<file path="src/rtl/iir_biquad_cascade.sv">
// NSEC cascaded direct-form-I biquads time-sharing one multiply-accumulate.
// Optional IIR_TAP_OUT_EN adds per-section outputs on y_tap.
module iir_biquad_cascade #(
  parameter int DW   = 21,
  parameter int CW   = 18,
  parameter int FRAC = 14,
  parameter int NSEC = 3,
  parameter int AW   = $clog2(5*NSEC)
) (
  input  logic          clk,
  input  logic          rst,
  input  logic          clr,
  input  logic          en,
  input  logic [DW-1:0] x,
  output logic [DW-1:0] y,
  output logic          y_valid,
  output logic          busy,
  output logic          sat,
  output logic          overrun,
  input  logic          coef_we,
  input  logic [AW-1:0] coef_addr,
  input  logic [CW-1:0] coef_data,
  output logic          coef_err
`ifdef IIR_TAP_OUT_EN
  ,
  output logic [NSEC*DW-1:0] y_tap
`endif
);

  localparam int ACW = DW + CW + 3;
  localparam int PW  = DW + CW;
  localparam int NCO = 5 * NSEC;
  localparam int SW  = (NSEC > 1) ? $clog2(NSEC) : 1;

  localparam logic [AW-1:0] NCO_A = AW'(NCO);
  localparam logic [SW-1:0] LAST  = SW'(NSEC - 1);

  localparam logic signed [ACW-1:0] RND =
    ACW'(2 ** (FRAC - 1));
  localparam logic signed [ACW-1:0] YMAX =
    {{(ACW-DW+1){1'b0}}, {(DW-1){1'b1}}};
  localparam logic signed [ACW-1:0] YMIN =
    {{(ACW-DW+1){1'b1}}, {(DW-1){1'b0}}};

  typedef enum logic [1:0] {IDLE, MAC, WB} state_t;
  state_t state, state_nxt;

  logic [2:0]    tap;
  logic [SW-1:0] sec;
  logic [AW-1:0] csel;

  logic signed [DW-1:0] xin;
  logic signed [DW-1:0] x1 [NSEC];
  logic signed [DW-1:0] x2 [NSEC];
  logic signed [DW-1:0] y1 [NSEC];
  logic signed [DW-1:0] y2 [NSEC];
  logic signed [CW-1:0] coef [NCO];

  logic signed [CW-1:0]  cval;
  logic signed [DW-1:0]  opd;
  logic signed [PW-1:0]  prod;
  logic signed [ACW-1:0] prod_x;
  logic signed [ACW-1:0] acc;
  logic signed [ACW-1:0] acc_nxt;
  logic signed [ACW-1:0] rnd;
  logic signed [ACW-1:0] rsh;
  logic signed [DW-1:0]  rsat;

  logic clip;
  logic sat_acc;
  logic accept;
  logic wr_ok;
  logic last;

  assign last   = (sec == LAST);
  assign accept = (state == IDLE) && en && !clr;
  assign wr_ok  = coef_we && (state == IDLE) && !accept &&
                  (coef_addr < NCO_A);
  assign csel   = AW'(5 * int'(sec) + int'(tap));

  always_comb begin
    cval = coef[csel];
    opd  = xin;
    case (tap)
      3'd1:    opd = x1[sec];
      3'd2:    opd = x2[sec];
      3'd3:    opd = y1[sec];
      3'd4:    opd = y2[sec];
      default: opd = xin;
    endcase
  end

  assign prod   = PW'(cval) * PW'(opd);
  assign prod_x = ACW'(prod);

  // Feedback taps (a1, a2) are subtracted.
  always_comb begin
    acc_nxt = acc + prod_x;
    if (tap == 3'd0)
      acc_nxt = prod_x;
    else if (tap >= 3'd3)
      acc_nxt = acc - prod_x;
  end

  assign rnd = acc + RND;
  assign rsh = rnd >>> FRAC;

  always_comb begin
    clip = 1'b0;
    rsat = rsh[DW-1:0];
    if (rsh > YMAX) begin
      clip = 1'b1;
      rsat = YMAX[DW-1:0];
    end else if (rsh < YMIN) begin
      clip = 1'b1;
      rsat = YMIN[DW-1:0];
    end
  end

  always_comb begin
    state_nxt = state;
    case (state)
      IDLE: if (accept) state_nxt = MAC;
      MAC:  if (tap == 3'd4) state_nxt = WB;
      WB:   state_nxt = last ? IDLE : MAC;
      default: state_nxt = IDLE;
    endcase
    if (clr)
      state_nxt = IDLE;
  end

  always_ff @(posedge clk or negedge rst) begin
    if (!rst)
      state <= IDLE;
    else
      state <= state_nxt;
  end

  always_ff @(posedge clk or negedge rst) begin
    if (!rst) begin
      tap      <= '0;
      sec      <= '0;
      xin      <= '0;
      acc      <= '0;
      y        <= '0;
      y_valid  <= 1'b0;
      busy     <= 1'b0;
      sat      <= 1'b0;
      sat_acc  <= 1'b0;
      overrun  <= 1'b0;
      coef_err <= 1'b0;
      for (int i = 0; i < NSEC; i++) begin
        x1[i] <= '0;
        x2[i] <= '0;
        y1[i] <= '0;
        y2[i] <= '0;
      end
`ifdef IIR_TAP_OUT_EN
      y_tap <= '0;
`endif
    end else begin
      y_valid  <= 1'b0;
      coef_err <= coef_we && !wr_ok;
      if (clr) begin
        tap     <= '0;
        sec     <= '0;
        busy    <= 1'b0;
        sat_acc <= 1'b0;
        overrun <= 1'b0;
        for (int i = 0; i < NSEC; i++) begin
          x1[i] <= '0;
          x2[i] <= '0;
          y1[i] <= '0;
          y2[i] <= '0;
        end
      end else begin
        if (en && state != IDLE)
          overrun <= 1'b1;
        case (state)
          IDLE: begin
            busy <= accept;
            if (accept) begin
              xin     <= x;
              tap     <= '0;
              sec     <= '0;
              sat_acc <= 1'b0;
            end
          end
          MAC: begin
            acc <= acc_nxt;
            tap <= (tap == 3'd4) ? 3'd0 : tap + 3'd1;
          end
          WB: begin
            x2[sec] <= x1[sec];
            x1[sec] <= xin;
            y2[sec] <= y1[sec];
            y1[sec] <= rsat;
            xin     <= rsat;
            tap     <= '0;
            sat_acc <= sat_acc | clip;
`ifdef IIR_TAP_OUT_EN
            y_tap[int'(sec)*DW +: DW] <= rsat;
`endif
            // busy stays up through the cycle y_valid is shown
            if (last) begin
              y       <= rsat;
              y_valid <= 1'b1;
              sat     <= sat_acc | clip;
            end else begin
              sec <= sec + SW'(1);
            end
          end
          default: busy <= 1'b0;
        endcase
      end
    end
  end

  // Reset state is a passthrough: b0 = 1.0, everything else 0.
  always_ff @(posedge clk or negedge rst) begin
    if (!rst) begin
      for (int i = 0; i < NCO; i++)
        coef[i] <= (i % 5 == 0) ? CW'(2 ** FRAC) : '0;
    end else if (wr_ok) begin
      coef[coef_addr] <= coef_data;
    end
  end

endmodule

</file>
<file path="config.mk">
export PLATFORM = sky130hd
export DESIGN_NAME = iir_biquad_cascade
export DESIGN_NICKNAME = d
export VERILOG_FILES = /design/src/rtl/iir_biquad_cascade.sv
export SDC_FILE = /design/constraint.sdc
export NUM_CORES = 2
export LEC_CHECK = 0
export ABC_AREA = 1
export CORE_MARGIN = 8
export CORE_UTILIZATION = 45
export DETAILED_ROUTE_END_ITERATION = 6
export GPL_TIMING_DRIVEN = 0
export HOLD_SLACK_MARGIN = 0.06
export PLACE_DENSITY = 0.68
export SYNTH_ARGS = -nofsm -noshare
export SYNTH_HDL_FRONTEND = slang
export SYNTH_SLANG_ARGS = --single-unit
</file>
<file path="constraint.sdc">
create_clock -name clk -period 11.7 [get_ports clk]
set_input_delay 1.755 -clock clk [delete_from_list [all_inputs] [get_ports clk]]
set_output_delay 1.755 -clock clk [all_outputs]
set_load 0.005 [all_outputs]
</file>
==> run_results.csv <==
group,metric,value,unit
global_route,antenna_found_initial,1,
clocking,htree_levels,3,
synthesis,synth_area_per_cell,7.76,um^2
worst_setup_path,critPathLaunchType,"register",
clocking,clock_path_buffers,3,
synthesis,synthesis.area,0.0472,mm^2
detailed_routing,drt_pre_antenna_iters,6,
status,outcome,"complete, no violations",
synthesis,ys_warn_count,0,
detailed_routing,post_drt_wl_per_cell,22.6,um
cells_and_area,fillCellCount,10000,
synthesis,synthCells,6078,
worst_setup_path,worstPathArrival,11.92,ns
sta,tightest_slew,1.03,ns
synthesis,netlist.area_leader.share,0.327,
cells_and_area,fin_nets,6850,
sta,finalMaxSlewViolations,0,
global_route,gr-total-overflow,0,
floorplanning,die_y,340,um
synthesis,synth_edf_count,0,
placed_design,io_buffers,72,
global_route,grtUsageTotal,0.293,
floorplanning,die_w,340,um
worst_setup_path,worst-setup-path-type,"register to register",
clocking,clk_latency,0.63,ns
floorplanning,initial_core_util,0.455,
cells_and_area,design_area,0.0531,mm^2
sta,fin_crit_sh,0.970,
synthesis,async_flop_share,1.00,
worst_setup_path,required,12.27,ns
placed_design,finalWeightedCongestion,1.02,
clocking,cts-root-buf,"clkbuf_16",
synthesis,ys_seq_elements,619,
floorplanning,coreArea,0.104,mm^2
synthesis,ys.flop_type,"dfrtp_1",
synthesis,synth-seq-area-share,0.328,
detailed_routing,drc,0,
cells_and_area,syn_to_final_growth,12.6,%
clocking,path_clk_slew,0.07,ns
floorplanning,die_area,0.115,mm^2
clocking,cts_made_buffers,69,
sta,timing.slew.headroom,0.310,
worst_setup_path,r2r_start,"tap[0]$_DFFE_PN0P_",
worst_setup_path,cp_max_fo,10,
cells_and_area,stdcell_count,7695,
synthesis,synth_area_leaders,"dfrtp_1 (33%), fa_1 (16%), nand2_1 (11%), inv_1 (7.6%), o21ai_0 (6.1%)",
global_route,first_global_vias,43000,
clocking,ctsHoldBuffers,0,
placed_design,place_inst,7536,
global_route,grt_max_degree,115,
sta,setup_violations,0,
synthesis,yosys.area.top_type,"dfrtp_1",
sta,finalHoldViolations,0,
worst_setup_path,critPathLaunch,"tap[0]$_DFFE_PN0P_",
worst_hold_path,hp-class,"register to register",
sta,skew,0.0265,ns
worst_hold_path,hold_start,"y[14]$_DFFE_PN0P_",
job,drv_cap,0,
detailed_routing,routed_wirelength,174000,um
placed_design,placedInstanceArea,0.0498,mm^2
cells_and_area,antenna_cells,0,
detailed_routing,ant_nets,0,
clocking,cts_sinks,619,
clocking,cts_tree,"built",
detailed_routing,drt_iter0_drc,5792,
sta,fmax,0.0881,GHz
placed_design,post-dp-hpwl,133000,um
worst_setup_path,cp_slowest_stage_delay,0.84,ns
detailed_routing,drt-vias-per-instance,5.77,
worst_setup_path,cp_slowest_cell,"o21ai_2",
global_route,grt_pass1_wl,263000,um
worst_setup_path,critPathCaptureType,"register",
floorplanning,num_rows,118,
cells_and_area,drive_above_1_share,0.0744,
detailed_routing,vias,44400,
sta,min_period,11.35,ns
sta,rsz0062_at_grt,"true",
floorplanning,io_pins,74,
synthesis,syn-num-nets,6663,
synthesis,synth_cell_types,60,
[worst paths after layout]
| check | to | depth (start not counted) | slack, ns |
|---|---|---|---|
| worst min register to register | y[14]$_DFFE_PN0P_ | 2 | 0.48 |
| worst max register to register | acc[34]$_DFFE_PN0P_ | 52 | 0.35 |
| min in group asynchronous | coef[219]$_DFFE_PN0P_ | 1 | 1.09 |
| max in group asynchronous | y1[54]$_DFFE_PN0P_ | 4 | 8.78 |
| worst max-delay path | acc[34]$_DFFE_PN0P_ | 52 | 0.35 |
| worst min-delay path | y[14]$_DFFE_PN0P_ | 2 | 0.48 |
[sequential cells by signal, summed over array words and instances (netlist names), 2 cells and up]
signal	cells
y2	63
acc	42
tap	3
coef	270
y1	63
xin	21
state	2
y	21
x1	63
x2	63
sec	2
[layout by cell type, fill, tap and decap left out, drive strengths merged, types with 11 or more instances in the layout]
cell type      Yosys  final
clkinvlp           0     14
nor4              11     11
nand3            171    171
inv              967    967
a21oi            328    328
o21ai            633    633
dfrtp            616    616
clkbuf           215    322
nor3              34     34
xnor2             21     21
buf               64    106
a22oi             70     70
o211ai            30     30
a211oi            18     18
clkinv            16     15
fa               380    380
ha               157    157
nor2             532    532
o22ai            127    127
nand2           1438   1438
nand4             48     48
clkdlybuf4s50      0     71
a31oi             27     27
xor2              73     73
or2               25     25
[worst max-delay path: cells and delay by family (launching register included)]
family / cells / cell delay, ns
adders and majority gates: 9 / 3.73
xor gates and xnor gates: 1 / 0.18
AOI/OAI and AO/OA: 5 / 1.31
and+or+nand+nor: 23 / 3.48
DFF: 1 / 0.46
buffers and inverters: 14 / 2.10
[metal layers]
metal | up-vias | routed length [um] | track usage
met4 | 4 | 8150 | 0.131
met2 | 2563 | 75400 | 0.439
li1 | 19700 | - | -
met1 | 21700 | 70400 | 0.403
met3 | 428 | 19700 | 0.0690
met5 | - | 103 | 0.00541
[stage by stage]
step	utilization	setup TNS [ns]	hold WS (ns)	setup slack [ns]
floorplan	-	0	0.446	1.96
global placement	0.478	-	0.461	-19.41
detailed placement	0.480	-17.23	0.468	-1.40
CTS	0.504	0	0.482	0.000619
global route	0.512	-0.266	0.498	-0.158
finish	0.512	0	0.478	0.352
[cell type report]
type	instances	area [um^2]	area share
multi-input cells	4197	27300	0.514
flip-flops and latches	619	15500	0.292
inverters	983	3740	0.0705
clock buffers	104	2100	0.0395
well taps	1380	1730	0.0325
plain buffers	277	1320	0.0248
repair buffers	118	1240	0.0234
clock inverters	17	221	0.00417
[what timing repair did]
item,CTS,global route
cloned,0,0
setup endpoints to repair,25,21
setup buffers,2,38
resized for setup,87,190
endpoints found under the hold margin,0,0
pin swaps,0,17
[kinds of logic (layout without fill, tap and decap cells)]
group	after synthesis	in the layout	synth area share
and+or+nand+nor	2279	2279	0.196
AOI/OAI and AO/OA	1287	1287	0.153
buffers and inverters	1262	1499	0.102
DFF	619	619	0.328
adders and majority gates	537	537	0.203
xor gates and xnor gates	94	94	0.0176
[cell usage after synthesis (47+ instances only)]
cell      number
nor2_1       522
ha_1         157
o21ai_0      572
o21ai_1       48
a21oi_1      318
xor2_1        73
clkbuf_1     214
fa_1         380
nand4_1       47
dfrtp_1      616
nand3_1      167
inv_1        950
a22oi_1       70
nand2_1     1404
o22ai_1      127
Power is left out: the tool's default activity adds up to more than one toggle a clock period on the data nets, which glitch-free logic cannot reach.
